<file path="config.mk">
export PLATFORM = sky130hd
export DESIGN_NAME = alu_sequencer_flat
export DESIGN_NICKNAME = d
export VERILOG_FILES = /design/src/rtl/alu_sequencer_if.sv /design/src/rtl/alu_sequencer.sv /design/src/flat_wrapper.sv
export SDC_FILE = /design/constraint.sdc
export NUM_CORES = 1
export LEC_CHECK = 0
export CAP_MARGIN = 20
export CORE_MARGIN = 2
export CORE_UTILIZATION = 33
export CTS_BUF_LIST = sky130_fd_sc_hd__clkbuf_8
export DETAILED_ROUTE_END_ITERATION = 16
export GPL_ROUTABILITY_DRIVEN = 1
export PLACE_DENSITY_LB_ADDON = 0.1
export SLEW_MARGIN = 5
export SYNTH_ARGS = -nofsm -noshare
export SYNTH_HDL_FRONTEND = slang
export SYNTH_SLANG_ARGS = --single-unit
</file>
<file path="constraint.sdc">
create_clock -name clk -period 3.6 [get_ports clk]
set_input_delay 0.72 -clock clk [delete_from_list [all_inputs] [get_ports clk]]
set_output_delay 0.72 -clock clk [all_outputs]
set_load 0.01 [all_outputs]
</file>
<file path="src/rtl/alu_sequencer_if.sv">
// Command, ALU and result signals between the calculator control logic, the sequencer and the ALU.
// CALC_ACCUM_EN adds cmd_use_acc to the command group.
interface alu_sequencer_if #(
  parameter int WIDTH = 8,
  parameter int SEL_W = 4
);
  logic             cmd_valid;
  logic             cmd_ready;
  logic [SEL_W-1:0] cmd_sel;
  logic [WIDTH-1:0] cmd_a;
  logic [WIDTH-1:0] cmd_b;
`ifdef CALC_ACCUM_EN
  logic             cmd_use_acc;
`endif
  logic [SEL_W-1:0] alu_sel;
  logic [WIDTH-1:0] alu_a;
  logic [WIDTH-1:0] alu_b;
  logic [WIDTH-1:0] alu_y;
  logic             res_valid;
  logic             res_ready;
  logic [WIDTH-1:0] res_data;
  logic             res_zero;
  logic             res_err;

  modport master (
`ifdef CALC_ACCUM_EN
    input  cmd_use_acc,
`endif
    input  cmd_valid, cmd_sel, cmd_a, cmd_b, alu_y, res_ready,
    output cmd_ready, alu_sel, alu_a, alu_b, res_valid, res_data, res_zero, res_err
  );

  modport slave (
`ifdef CALC_ACCUM_EN
    output cmd_use_acc,
`endif
    output cmd_valid, cmd_sel, cmd_a, cmd_b, alu_y, res_ready,
    input  cmd_ready, alu_sel, alu_a, alu_b, res_valid, res_data, res_zero, res_err
  );
endinterface

</file>
<file path="src/rtl/alu_sequencer.sv">
// Single-command sequencer in front of a combinational ALU: accept, execute one cycle, hold result.
// Optional feature macro CALC_ACCUM_EN: operand a may come from an accumulator of the last result.
module alu_sequencer #(
  parameter int WIDTH  = 8,
  parameter int SEL_W  = 4,
  parameter int OP_DIV = 11,
  parameter int OP_MAX = 11
) (
  input  logic            clk,
  input  logic            rst,
  alu_sequencer_if.master bus
);

  typedef enum logic [1:0] {
    IDLE = 2'd0,
    EXEC = 2'd1,
    DONE = 2'd2
  } state_t;

  state_t           state_q, state_d;
  logic [SEL_W-1:0] alu_sel_q, alu_sel_d;
  logic [WIDTH-1:0] alu_a_q, alu_a_d;
  logic [WIDTH-1:0] alu_b_q, alu_b_d;
  logic [WIDTH-1:0] res_data_q, res_data_d;
  logic             res_zero_q, res_zero_d;
  logic             res_err_q, res_err_d;
  logic             cmd_ready_c;
  logic             res_valid_c;
  logic             err_c;
  logic [WIDTH-1:0] opnd_a_c;

  function automatic logic op_error(input logic [SEL_W-1:0] sel, input logic [WIDTH-1:0] b);
    return ((sel == SEL_W'(OP_DIV)) && (b == '0)) || (sel > SEL_W'(OP_MAX));
  endfunction

`ifdef CALC_ACCUM_EN
  logic [WIDTH-1:0] acc_q, acc_d;
  assign opnd_a_c = bus.cmd_use_acc ? acc_q : bus.cmd_a;
`else
  assign opnd_a_c = bus.cmd_a;
`endif

  always_comb begin
    state_d     = state_q;
    alu_sel_d   = alu_sel_q;
    alu_a_d     = alu_a_q;
    alu_b_d     = alu_b_q;
    res_data_d  = res_data_q;
    res_zero_d  = res_zero_q;
    res_err_d   = res_err_q;
    cmd_ready_c = 1'b0;
    res_valid_c = 1'b0;
    err_c       = 1'b0;
`ifdef CALC_ACCUM_EN
    acc_d       = acc_q;
`endif
    case (state_q)
      IDLE: begin
        cmd_ready_c = 1'b1;
        if (bus.cmd_valid) begin
          alu_sel_d = bus.cmd_sel;
          alu_a_d   = opnd_a_c;
          alu_b_d   = bus.cmd_b;
          state_d   = EXEC;
        end
      end
      // Capture stage: an error result is forced to zero so an undefined divide never escapes.
      EXEC: begin
        err_c      = op_error(alu_sel_q, alu_b_q);
        res_err_d  = err_c;
        res_data_d = err_c ? '0 : bus.alu_y;
        res_zero_d = err_c || (bus.alu_y == '0);
`ifdef CALC_ACCUM_EN
        acc_d      = err_c ? '0 : bus.alu_y;
`endif
        state_d    = DONE;
      end
      DONE: begin
        res_valid_c = 1'b1;
        if (bus.res_ready) state_d = IDLE;
      end
      default: state_d = IDLE;
    endcase
  end

  always_ff @(posedge clk) begin
    if (rst) begin
      state_q    <= IDLE;
      alu_sel_q  <= '0;
      alu_a_q    <= '0;
      alu_b_q    <= '0;
      res_data_q <= '0;
      res_zero_q <= 1'b0;
      res_err_q  <= 1'b0;
`ifdef CALC_ACCUM_EN
      acc_q      <= '0;
`endif
    end else begin
      state_q    <= state_d;
      alu_sel_q  <= alu_sel_d;
      alu_a_q    <= alu_a_d;
      alu_b_q    <= alu_b_d;
      res_data_q <= res_data_d;
      res_zero_q <= res_zero_d;
      res_err_q  <= res_err_d;
`ifdef CALC_ACCUM_EN
      acc_q      <= acc_d;
`endif
    end
  end

  assign bus.cmd_ready = cmd_ready_c;
  assign bus.res_valid = res_valid_c;
  assign bus.alu_sel   = alu_sel_q;
  assign bus.alu_a     = alu_a_q;
  assign bus.alu_b     = alu_b_q;
  assign bus.res_data  = res_data_q;
  assign bus.res_zero  = res_zero_q;
  assign bus.res_err   = res_err_q;

endmodule
</file>
<file path="src/flat_wrapper.sv">
// flat-port wrapper written by rule: the top's interface ports become plain ports
module alu_sequencer_flat 
#(
  parameter int WIDTH  = 8,
  parameter int SEL_W  = 4,
  parameter int OP_DIV = 11,
  parameter int OP_MAX = 11
)
  (clk, rst, bus_cmd_valid, bus_cmd_sel, bus_cmd_a, bus_cmd_b, bus_alu_y, bus_res_ready, bus_cmd_ready, bus_alu_sel, bus_alu_a, bus_alu_b, bus_res_valid, bus_res_data, bus_res_zero, bus_res_err);
  alu_sequencer_if #(.WIDTH(WIDTH), .SEL_W(SEL_W)) bus_i ();
  input  logic clk;
  input  logic rst;
  input wire logic [$bits(bus_i.cmd_valid)-1:0] bus_cmd_valid;
  input wire logic [$bits(bus_i.cmd_sel)-1:0] bus_cmd_sel;
  input wire logic [$bits(bus_i.cmd_a)-1:0] bus_cmd_a;
  input wire logic [$bits(bus_i.cmd_b)-1:0] bus_cmd_b;
  input wire logic [$bits(bus_i.alu_y)-1:0] bus_alu_y;
  input wire logic [$bits(bus_i.res_ready)-1:0] bus_res_ready;
  output wire logic [$bits(bus_i.cmd_ready)-1:0] bus_cmd_ready;
  output wire logic [$bits(bus_i.alu_sel)-1:0] bus_alu_sel;
  output wire logic [$bits(bus_i.alu_a)-1:0] bus_alu_a;
  output wire logic [$bits(bus_i.alu_b)-1:0] bus_alu_b;
  output wire logic [$bits(bus_i.res_valid)-1:0] bus_res_valid;
  output wire logic [$bits(bus_i.res_data)-1:0] bus_res_data;
  output wire logic [$bits(bus_i.res_zero)-1:0] bus_res_zero;
  output wire logic [$bits(bus_i.res_err)-1:0] bus_res_err;
  assign bus_i.cmd_valid = bus_cmd_valid;
  assign bus_i.cmd_sel = bus_cmd_sel;
  assign bus_i.cmd_a = bus_cmd_a;
  assign bus_i.cmd_b = bus_cmd_b;
  assign bus_i.alu_y = bus_alu_y;
  assign bus_i.res_ready = bus_res_ready;
  assign bus_cmd_ready = bus_i.cmd_ready;
  assign bus_alu_sel = bus_i.alu_sel;
  assign bus_alu_a = bus_i.alu_a;
  assign bus_alu_b = bus_i.alu_b;
  assign bus_res_valid = bus_i.res_valid;
  assign bus_res_data = bus_i.res_data;
  assign bus_res_zero = bus_i.res_zero;
  assign bus_res_err = bus_i.res_err;
  alu_sequencer #(.WIDTH(WIDTH), .SEL_W(SEL_W), .OP_DIV(OP_DIV), .OP_MAX(OP_MAX)) u_core (.clk(clk), .rst(rst), .bus(bus_i));
endmodule
</file>
==> impl_results.md <==
- CP endpoint: bus_res_valid
- Placed Area: 1980 um^2
- Vias per cell: 4.77
- Overflow after GRT: 0
- Post-synthesis net count: 150
- Global-route wire length before repair: 5.09 mm
- Outcome: complete, no violations
- Slew @ Worst Pin: 0.921 ns
- Gpl congestion: 0.704
- Starting Density: 0.336
- CP startpoint kind: register
- Finish-stage setup viols: 0
- Largest family of logic cells by synthesized area: simple AND/OR/NAND/NOR gates
- Worst Skew: 0.00262 ns
- Max FO, Critical Path: 4
- Xor-xnor portion of the synthesized cell area: 0
- Proportion of synthesized area in mux cells: 0.151
- Reg2Reg Setup Slack: 2.24 ns
- Num CTS Buffers: 5
- # rows: 23
- Cells after Synth: 118
- Sum Neg Setup Slack: 0 ns
- Initial antenna violation count: 0
- # diodes: 0
- Netlist Area Pre-Place: 1330 um^2
- Critical Path End Type: output port
- Synth top area share: 0.483
- Leak pwr: 0.760 nW
- Max Freq: 472 MHz
- Share of layout cells above drive strength 1: 0.191
- Min Tclk post-route: 2.12 ns
- VDD IR max: 0.000204 V
- Core area: 3940 um^2
- Synth Area in Compound Gates: 0.0774
- Layout fillers: 347
- Cell variety after synth: 25
- Data required, critical path: 2.88 ns
- DR DRC count: 0
- Die X: 67.4 um
- DIE HEIGHT: 67.4 um
- HPWL Detailed: 2.37 mm
- # H-tree levels: 2
- Total track usage: 0.150
- Setup slack at placement: 1.21 ns
- Input/output buffers: 63
- Synth warn: 0
- Routed Antenna Nets: 0
- PD cells: 409 nW/um^2
- Pins Over Slew Limit: 0
- CTS root buf: clkbuf_8
- Cell area after layout: 2080 um^2
- Launching point of the worst reg2reg path: u_core.state_q[0]$_SDFFE_PP0P_
- CTS tree: built
- Routed vias: 1111
- Min-delay worst type: register to register
- Io pins: 64
- Final count of hold timing violations: 0
- CP Class: register to output port
- Clk sink count: 32
- Cell accounting for the most synthesized area: dfxtp_1
- Final net count: 215
- Die footprint: 4540 um^2
- Initial DRC Count: 39
- Reg2reg end: u_core.bus.alu_b[4]$_SDFFE_PP0P_
- Final worst slack: 1.48 ns
- Max Cap Violations: 0
- Iteration count of the initial detailed-routing pass: 4
- Arr. time, crit path: 1.40 ns
- Worst slew margin: 0.384
- Synth Area in Adders: 0
- Largest cells by area after synthesis: dfxtp_1 (48%), mux2i_1 (15%), nor2_2 (9.4%)
- Post-CTS setup buffer count: 0
- Fin crit share: 0.589
- Largest net degree at the start of global routing: 23
- Post-synthesis sequential area ratio: 0.483
- Hold_buf cts: 0
- R2R depth: 4
- Post-CTS sizing: 0
- Vias in the first global route: 1090
- Clock Latency Late Sink: 0.27 ns
- RSZ-0062 raised after global routing: false
- Per-cell routed wire length: 13.7 um
- Post-Syn Area per Cell: 11.2 um^2
- Flops & latches, synth: 32
- Synthesis-to-layout area growth: 56.9%
- Clk buf depth: 2
- FF/Latch Area: 641 um^2
- Drt total wl: 3.18 mm
- Clock Pin Slew Worst Setup and Hold Paths: 0.06 ns
- Worst setup path startpoint: u_core.state_q[0]$_SDFFE_PP0P_
- Synth Area in Simple Gates: 0.247
- Multi-input gate area: 631 um^2
## synthesized netlist by cell type
master     number
and2b_4         1
mux2i_1        20
nor2b_1         1
dfxtp_1        32
nor3_1          1
o2bb2ai_1       8
a211oi_2        1
nor3b_4         1
and2_1          1
buf_4           1
nand3_1         1
nor2_2         20
and3_1          1
nand2_1         2
buf_6           2
inv_1           1
and4bb_1        1
a21oi_1         1
and2b_2         1
nor4b_2         1
nor2_1          5
a311oi_2        1
nand4b_1        8
nor4_1          2
buf_2           4
## critical path: stages, from the launching register on
cell and delay, ns:
dfxtp_1 0.41, and2b_2 0.25, clkdlybuf4s50_1 0.47
## placed cells by master, fill, tap and decap left out
| cell type | netlist | layout |
|---|---|---|
| nor2_2 | 20 | 20 |
| nor2_1 | 5 | 5 |
| nand2_1 | 2 | 2 |
| nor2b_1 | 1 | 1 |
| dfxtp_1 | 32 | 32 |
| nor3_1 | 1 | 1 |
| nand3_1 | 1 | 1 |
| nor3b_4 | 1 | 1 |
| mux2i_1 | 20 | 20 |
| and3_1 | 1 | 1 |
| nor4b_2 | 1 | 1 |
| and2_1 | 1 | 1 |
| a211oi_2 | 1 | 1 |
| clkbuf_8 | 0 | 7 |
| a21oi_1 | 1 | 1 |
| and2b_4 | 1 | 1 |
| o2bb2ai_1 | 8 | 8 |
| a311oi_2 | 1 | 1 |
| buf_4 | 1 | 2 |
| and2b_2 | 1 | 1 |
| and4bb_1 | 1 | 1 |
| inv_1 | 1 | 1 |
| nand4b_1 | 8 | 8 |
| clkdlybuf4s50_1 | 0 | 63 |
| nor4_1 | 2 | 2 |
## state kept, by name (all words and copies together), names as in the netlist
register	flops
u_core.bus.alu_a	8
u_core.bus.alu_b	8
u_core.bus.res_data	8
u_core.bus.alu_sel	4
u_core.state_q	2
u_core.bus.res_err	1
u_core.bus.res_zero	1
## cells by family (layout without fill, tap and decap cells)
logic type,Yosys count,count (layout)
and+or+nand+nor,47,47
muxes,20,20
DFF,32,32
AOI/OAI and AO/OA,11,11
buffers and inverters,8,73
## per-layer routing
| layer | vias to the layer above | wire, um | track usage |
|---|---|---|---|
| met3 | 4 | 185 | 0.0400 |
| met1 | 518 | 1380 | 0.185 |
| met5 | - | 0 | 0 |
| met4 | 0 | 41 | 0.0612 |
| li1 | 550 | - | - |
| met2 | 39 | 1570 | 0.248 |
## report_power, final
part / leakage, nW / internal, mW / switching, mW
Sequential: 0.263 / 0.377 / 0.0154
Combinational: 0.448 / 0.101 / 0.0674
Clock: 0.0503 / 0.170 / 0.119
## cell type report
| class | instances | share of cell area |
|---|---|---|
| clock buffer | 7 | 0.0463 |
| sequential | 32 | 0.308 |
| tap | 50 | 0.0301 |
| multi-input combinational | 78 | 0.303 |
| inverter | 1 | 0.00181 |
| timing repair buffer | 65 | 0.310 |
## worst min path at each step
stage                                                endpoint  cells after the start                                 from  slack, ns
after global placement    u_core.bus.res_data[0]$_SDFFE_PP0N_                      1  u_core.bus.res_data[0]$_SDFFE_PP0N_       0.45
final                     u_core.bus.res_data[0]$_SDFFE_PP0N_                      1  u_core.bus.res_data[0]$_SDFFE_PP0N_       0.47
after CTS                 u_core.bus.res_data[3]$_SDFFE_PP0N_                      1  u_core.bus.res_data[3]$_SDFFE_PP0N_       0.47
after detailed placement  u_core.bus.res_data[3]$_SDFFE_PP0N_                      1  u_core.bus.res_data[3]$_SDFFE_PP0N_       0.45
after global routing      u_core.bus.res_data[7]$_SDFFE_PP0N_                      1  u_core.bus.res_data[7]$_SDFFE_PP0N_       0.49
after floorplan           u_core.bus.res_data[1]$_SDFFE_PP0N_                      1  u_core.bus.res_data[1]$_SDFFE_PP0N_       0.49
## stage by stage
step / util / hold WS, ns / power, mW / instances
after global routing: 0.527 / 0.492 / 0.895 / 233
after floorplan: - / 0.489 / 0.480 / 118
final: 0.527 / 0.466 / 0.850 / 233
after global placement: 0.503 / 0.452 / 0.567 / 226
after CTS: 0.527 / 0.471 / 0.864 / 233
after detailed placement: 0.503 / 0.451 / 0.571 / 226
(Power assumes the default switching activity.)
==> patch 1 (config.mk and constraints unchanged) <==
`SEL_W` is set to 4 in 3 places; all go to 3.
--- a/src/rtl/alu_sequencer_if.sv
+++ b/src/rtl/alu_sequencer_if.sv
@@ -3,5 +3,5 @@
 interface alu_sequencer_if #(
   parameter int WIDTH = 8,
-  parameter int SEL_W = 4
+  parameter int SEL_W = 3
 );
   logic             cmd_valid;
--- a/src/rtl/alu_sequencer.sv
+++ b/src/rtl/alu_sequencer.sv
@@ -3,5 +3,5 @@
 module alu_sequencer #(
   parameter int WIDTH  = 8,
-  parameter int SEL_W  = 4,
+  parameter int SEL_W  = 3,
   parameter int OP_DIV = 11,
   parameter int OP_MAX = 11
--- a/src/flat_wrapper.sv
+++ b/src/flat_wrapper.sv
@@ -3,5 +3,5 @@
 #(
   parameter int WIDTH  = 8,
-  parameter int SEL_W  = 4,
+  parameter int SEL_W  = 3,
   parameter int OP_DIV = 11,
   parameter int OP_MAX = 11
Ports: changed (resized bus_alu_sel and bus_cmd_sel); port bits go from 64 to 62. No check against the original RTL was run, so the function may have changed too.
==> patch 1 against the unedited design <==
Setup slack improved by 0.024 ns. Final cell count fell by 6.9%. Sequential cell count down 1. Synthesized area down 14%. Die area is 13% lower. Routed wire length down 15%. Final area down 8.7%. Count of clock-buffer cells in the layout down 1. Critical endpoint unchanged. Worst hold slack gained 0.0075 ns. Critical path type unchanged. Largest power group unchanged. Critical path depth did not move. Synthesized cell count shrank 11%. Via count is 8.9% lower. Combinational power is 7% lower. Total power down 5.2%.
==> patch 1: results (changes against the unedited design) <==
| Metric | Value |
|---|---|
| Outcome | finished, final reports clean |
| Worst-Margin Slew | 0.480 ns (-0.441 ns) |
| Reg-to-reg critical path startpoint | u_core.state_q[0] |
| Antenna cells | 0 (unchanged) |
| Crit Path Max Fanout | 5 (+1) |
| Leak Pwr | 0.745 nW (-2.1%) |
| Hold WC Path Type | reg2reg |
| Hold EP | u_core.bus.res_data[0] |
| Synth area leaders | dfxtp_1 55%, mux2i_1 17%, nor2_1 8.3% |
| Vias | 1012 (-8.9%) |
| Max IR drop VDD | 0.202 mV (-0.88%) |
| First-pass GRT wire length | 4280 um (-16%) |
| Synthesized area per cell | 10.8 um^2 (-3.6%) |
| 1st-iter DRT viols | 40 (+2.6%) |
| Total CTS buffers | 5 (unchanged) |
| Final Skew | 0.00719 ns (+0.00457 ns) |
| Largest net degree at the start of global routing | 15 (-35%) |
| Hold_sp | u_core.bus.res_data[0] |
| Pre-CTS setup slack | 1.26 ns (+0.0434 ns) |
| Initial antenna violation count | 0 (unchanged) |
| R2R depth | 3 (-1) |
| TritonRoute pass-1 iters | 4 (unchanged) |
| Setup Buffers After CTS | 0 (unchanged) |
| Share of layout cells above drive strength 1 | 0.0877 (-0.104) |
| Post-cts resize count | 0 (unchanged) |
| H-tree depth | 2 (unchanged) |
| Yosys warns | 0 (unchanged) |
| Clk root buf | clkbuf_8 |
| GPL Wtd Cong | 0.736 (+4.4%) |
| Yosys cell types | 20 (-20%) |
| Worst Path Arrival | 1.37 ns (-0.03 ns) |
| Crit path time final | 2.09 ns (-0.0245 ns) |
| WL/cell | 12.5 um (-8.4%) |
| Post-DP Area | 0.00181 mm^2 (-8.7%) |
| CTS clk-pin slew, worst paths | 0.06 ns (about the same) |
| Layout Cells excl Fill | 217 (-6.9%) |
| Sequential-to-total area share from yosys stat | 0.546 (+0.0628) |
| Reg2reg end | u_core.bus.res_data[7] |
| Clock Latency Late Sink | 0.28 ns |
| Hold Path Stages | 1 (unchanged) |
| WHS | 0.473 ns (+0.00754 ns) |
| Async SR Flop Fraction | 0 (unchanged) |
| Vias in the first global route | 978 (-10%) |
| Sw Ratio | 0.242 (+0.00410) |
| Post-DP HPWL | 2050 um (-14%) |
| Port Buffer Count | 61 (-3.2%) |
| Top post-synthesis cells by count | 31 x dfxtp_1, 25 x nor2_1, 19 x mux2i_1, 8 x a22o_1, 3 x clkbuf_1 |
| Syn Nets | 136 (-9.3%) |
| Placed Cells | 210 (-7.1%) |
| Clk buf depth | 2 (unchanged) |
| Fin nets | 202 (-6.0%) |
| Reg-to-reg slack, setup | 2.06 ns (-0.18 ns) |
| Total GRT Usage | 0.141 (-0.00931) |
==> patch 1: cell count changes after synthesis, sizes merged, moves of 2 or more <==
cell     change
clkbuf       +3
nand2        -2
o2bb2ai      -8
nand4b       -8
buf          -5
a22o         +8
==> patch 1: power by group through the flow <==
stage,registers [mW],logic [mW],clock network [mW]
detailed placement,0.387,0.157,0
global placement,0.387,0.156,0
CTS,0.380,0.158,0.276
floorplan,0.395,0.0585,0
finish,0.380,0.156,0.269
global route,0.382,0.168,0.291
==> patch 1: cell families (layout without fill, tap and decap cells) <==
family                 count (synthesis)  after routing  synth area share
AND/OR/NAND/NOR                       36             36             0.159
AO/OA/AOI/OAI                         13             13             0.106
flip-flops                            31             31             0.546
multiplexers                          19             19             0.167
buffers and inverters                  6             72            0.0220
==> patch 1: layout make-up <==
cell class	count	area, um^2
Fill cell	324	1410
Timing Repair Buffer	64	633
Sequential cell	31	621
Multi-Input combinational cell	68	495
Clock buffer	6	82.6
Tap cell	46	57.6
Clock inverter	1	5.00
Inverter	1	3.75
==> patch 1: how the worst max path moves through the flow <==
stage / startpoint / end
after floorplan: bus_cmd_valid / u_core.bus.alu_a[0]
after global placement: rst / u_core.bus.res_data[6]
after detailed placement: rst / u_core.bus.res_data[4]
after CTS: u_core.state_q[1] / bus_res_valid
after global routing: rst / u_core.bus.res_data[0]
final: u_core.state_q[1] / bus_res_valid
==> patch 1: per-layer routing <==
layer,vias up,track usage,share of wire
met4,0,0.0667,0.013
li1,499,-,-
met5,-,0,0
met1,464,0.161,0.44
met2,44,0.224,0.46
met3,5,0.0613,0.085
==> patch 1: critical path, cell delays in order (launching register included) <==
cell,delay [ns]
dfxtp_1,0.40
and2b_1,0.16
clkdlybuf4s50_1,0.54
==> patch 2 (same settings) <==
Made on the original files. Encoding of `state_t`: now one-hot (3 bits for 3 states).
--- a/src/rtl/alu_sequencer.sv
+++ b/src/rtl/alu_sequencer.sv
@@ -12,8 +12,8 @@
 );
 
-  typedef enum logic [1:0] {
-    IDLE = 2'd0,
-    EXEC = 2'd1,
-    DONE = 2'd2
+  typedef enum logic [2:0] {
+    IDLE = 3'b001,
+    EXEC = 3'b010,
+    DONE = 3'b100
   } state_t;
 
Function: same outputs for any inputs over 10 cycles, from zero or initial values and one cycle with rst high; not proved beyond that.
==> patch 2 against the unedited design <==
Final area shrank 1.9%. Setup slack got worse by 0.11 ns. Sequential cell count increased by 1. Synthesized cell count up 19%. Non-clock buffer count shrank 1. Routed wire length decreased by 1.7%. Synthesized area shrank 4.0%. Critical path depth is the same. Sequential share of layout area increased by 1.6 points. First-iteration DRC count is 15% lower. Total power decreased by 2.0%. Critical endpoint is now bus_cmd_ready.
==> patch 2: results (changes against the unedited design) <==
| Metric | Value |
|---|---|
| Net Sw Power | 0.196 mW (-2.9%) |
| Final wirelength | 3130 um (-1.7%) |
| Clock-net power | 0.298 mW (+3%) |
| Mux cell area share after synthesis | 0 (-0.151) |
| Clock power share | 0.359 (+0.019) |
| Syn Nets | 172 (+15%) |
| Total GRT Usage | 0.146 (-0.00381) |
| Yosys cell types | 23 (-8.0%) |
| Synthesized area per cell | 9.09 um^2 (-19%) |
| Fin nets | 236 (+9.8%) |
| 1st-iter DRT viols | 33 (-15%) |
| Register share of total power | 0.480 (+0.018) |
| Vias in the first global route | 1112 (+2.0%) |
| Crit Path Max Fanout | 6 (+2) |
| Pre-CTS setup slack | 1.15 ns (-0.0612 ns) |
| Placed Cells | 245 (+8.4%) |
| Drt via density | 4.71 (-1.2%) |
| Sequential-to-total area share from yosys stat | 0.519 (+0.0357) |
| Share of layout cells above drive strength 1 | 0.0683 (-0.123) |
| Leak Pwr | 0.711 nW (-6.5%) |
| Outcome | finished, final reports clean |
| Layout Cells excl Fill | 253 (+8.6%) |
| Final Skew | 0.00263 ns (+0.00000505 ns) |
| Largest stage delay, worst path | 0.56 ns (+0.09 ns) |
| Worst Path Arrival | 1.51 ns (+0.11 ns) |
-- patch 2: metal layers --
metal | part of all wire | global-route usage
met3 | 0.073 | 0.0528
met4 | 0.012 | 0.0536
met2 | 0.48 | 0.249
met1 | 0.44 | 0.166
met5 | 0 | 0
-- patch 2: path summary, 6_finish.rpt --
path / end / slack, ns / start
worst min-delay path: u_core.bus.alu_a[1] / 0.45 / u_core.bus.alu_a[1]
worst min register to register: u_core.bus.alu_a[1] / 0.45 / u_core.bus.alu_a[1]
worst max register to register: u_core.bus.alu_b[6] / 1.90 / u_core.state_q[0]
worst max-delay path: bus_cmd_ready / 1.37 / u_core.state_q[0]
-- patch 2: final cells by class --
cell class                      count  area, um^2
Clock buffer                        7        96.3
Timing Repair Buffer               64         638
Multi-Input combinational cell    100         579
Tap cell                           48        60.1
Clock inverter                      1        5.00
Sequential cell                    33         661
Fill cell                         355        1650
-- patch 2: tightest hold or removal path: stages, from the launching register on --
cell and delay, ns:
dfxtp_1 0.31, nand2_1 0.05, a21oi_1 0.05
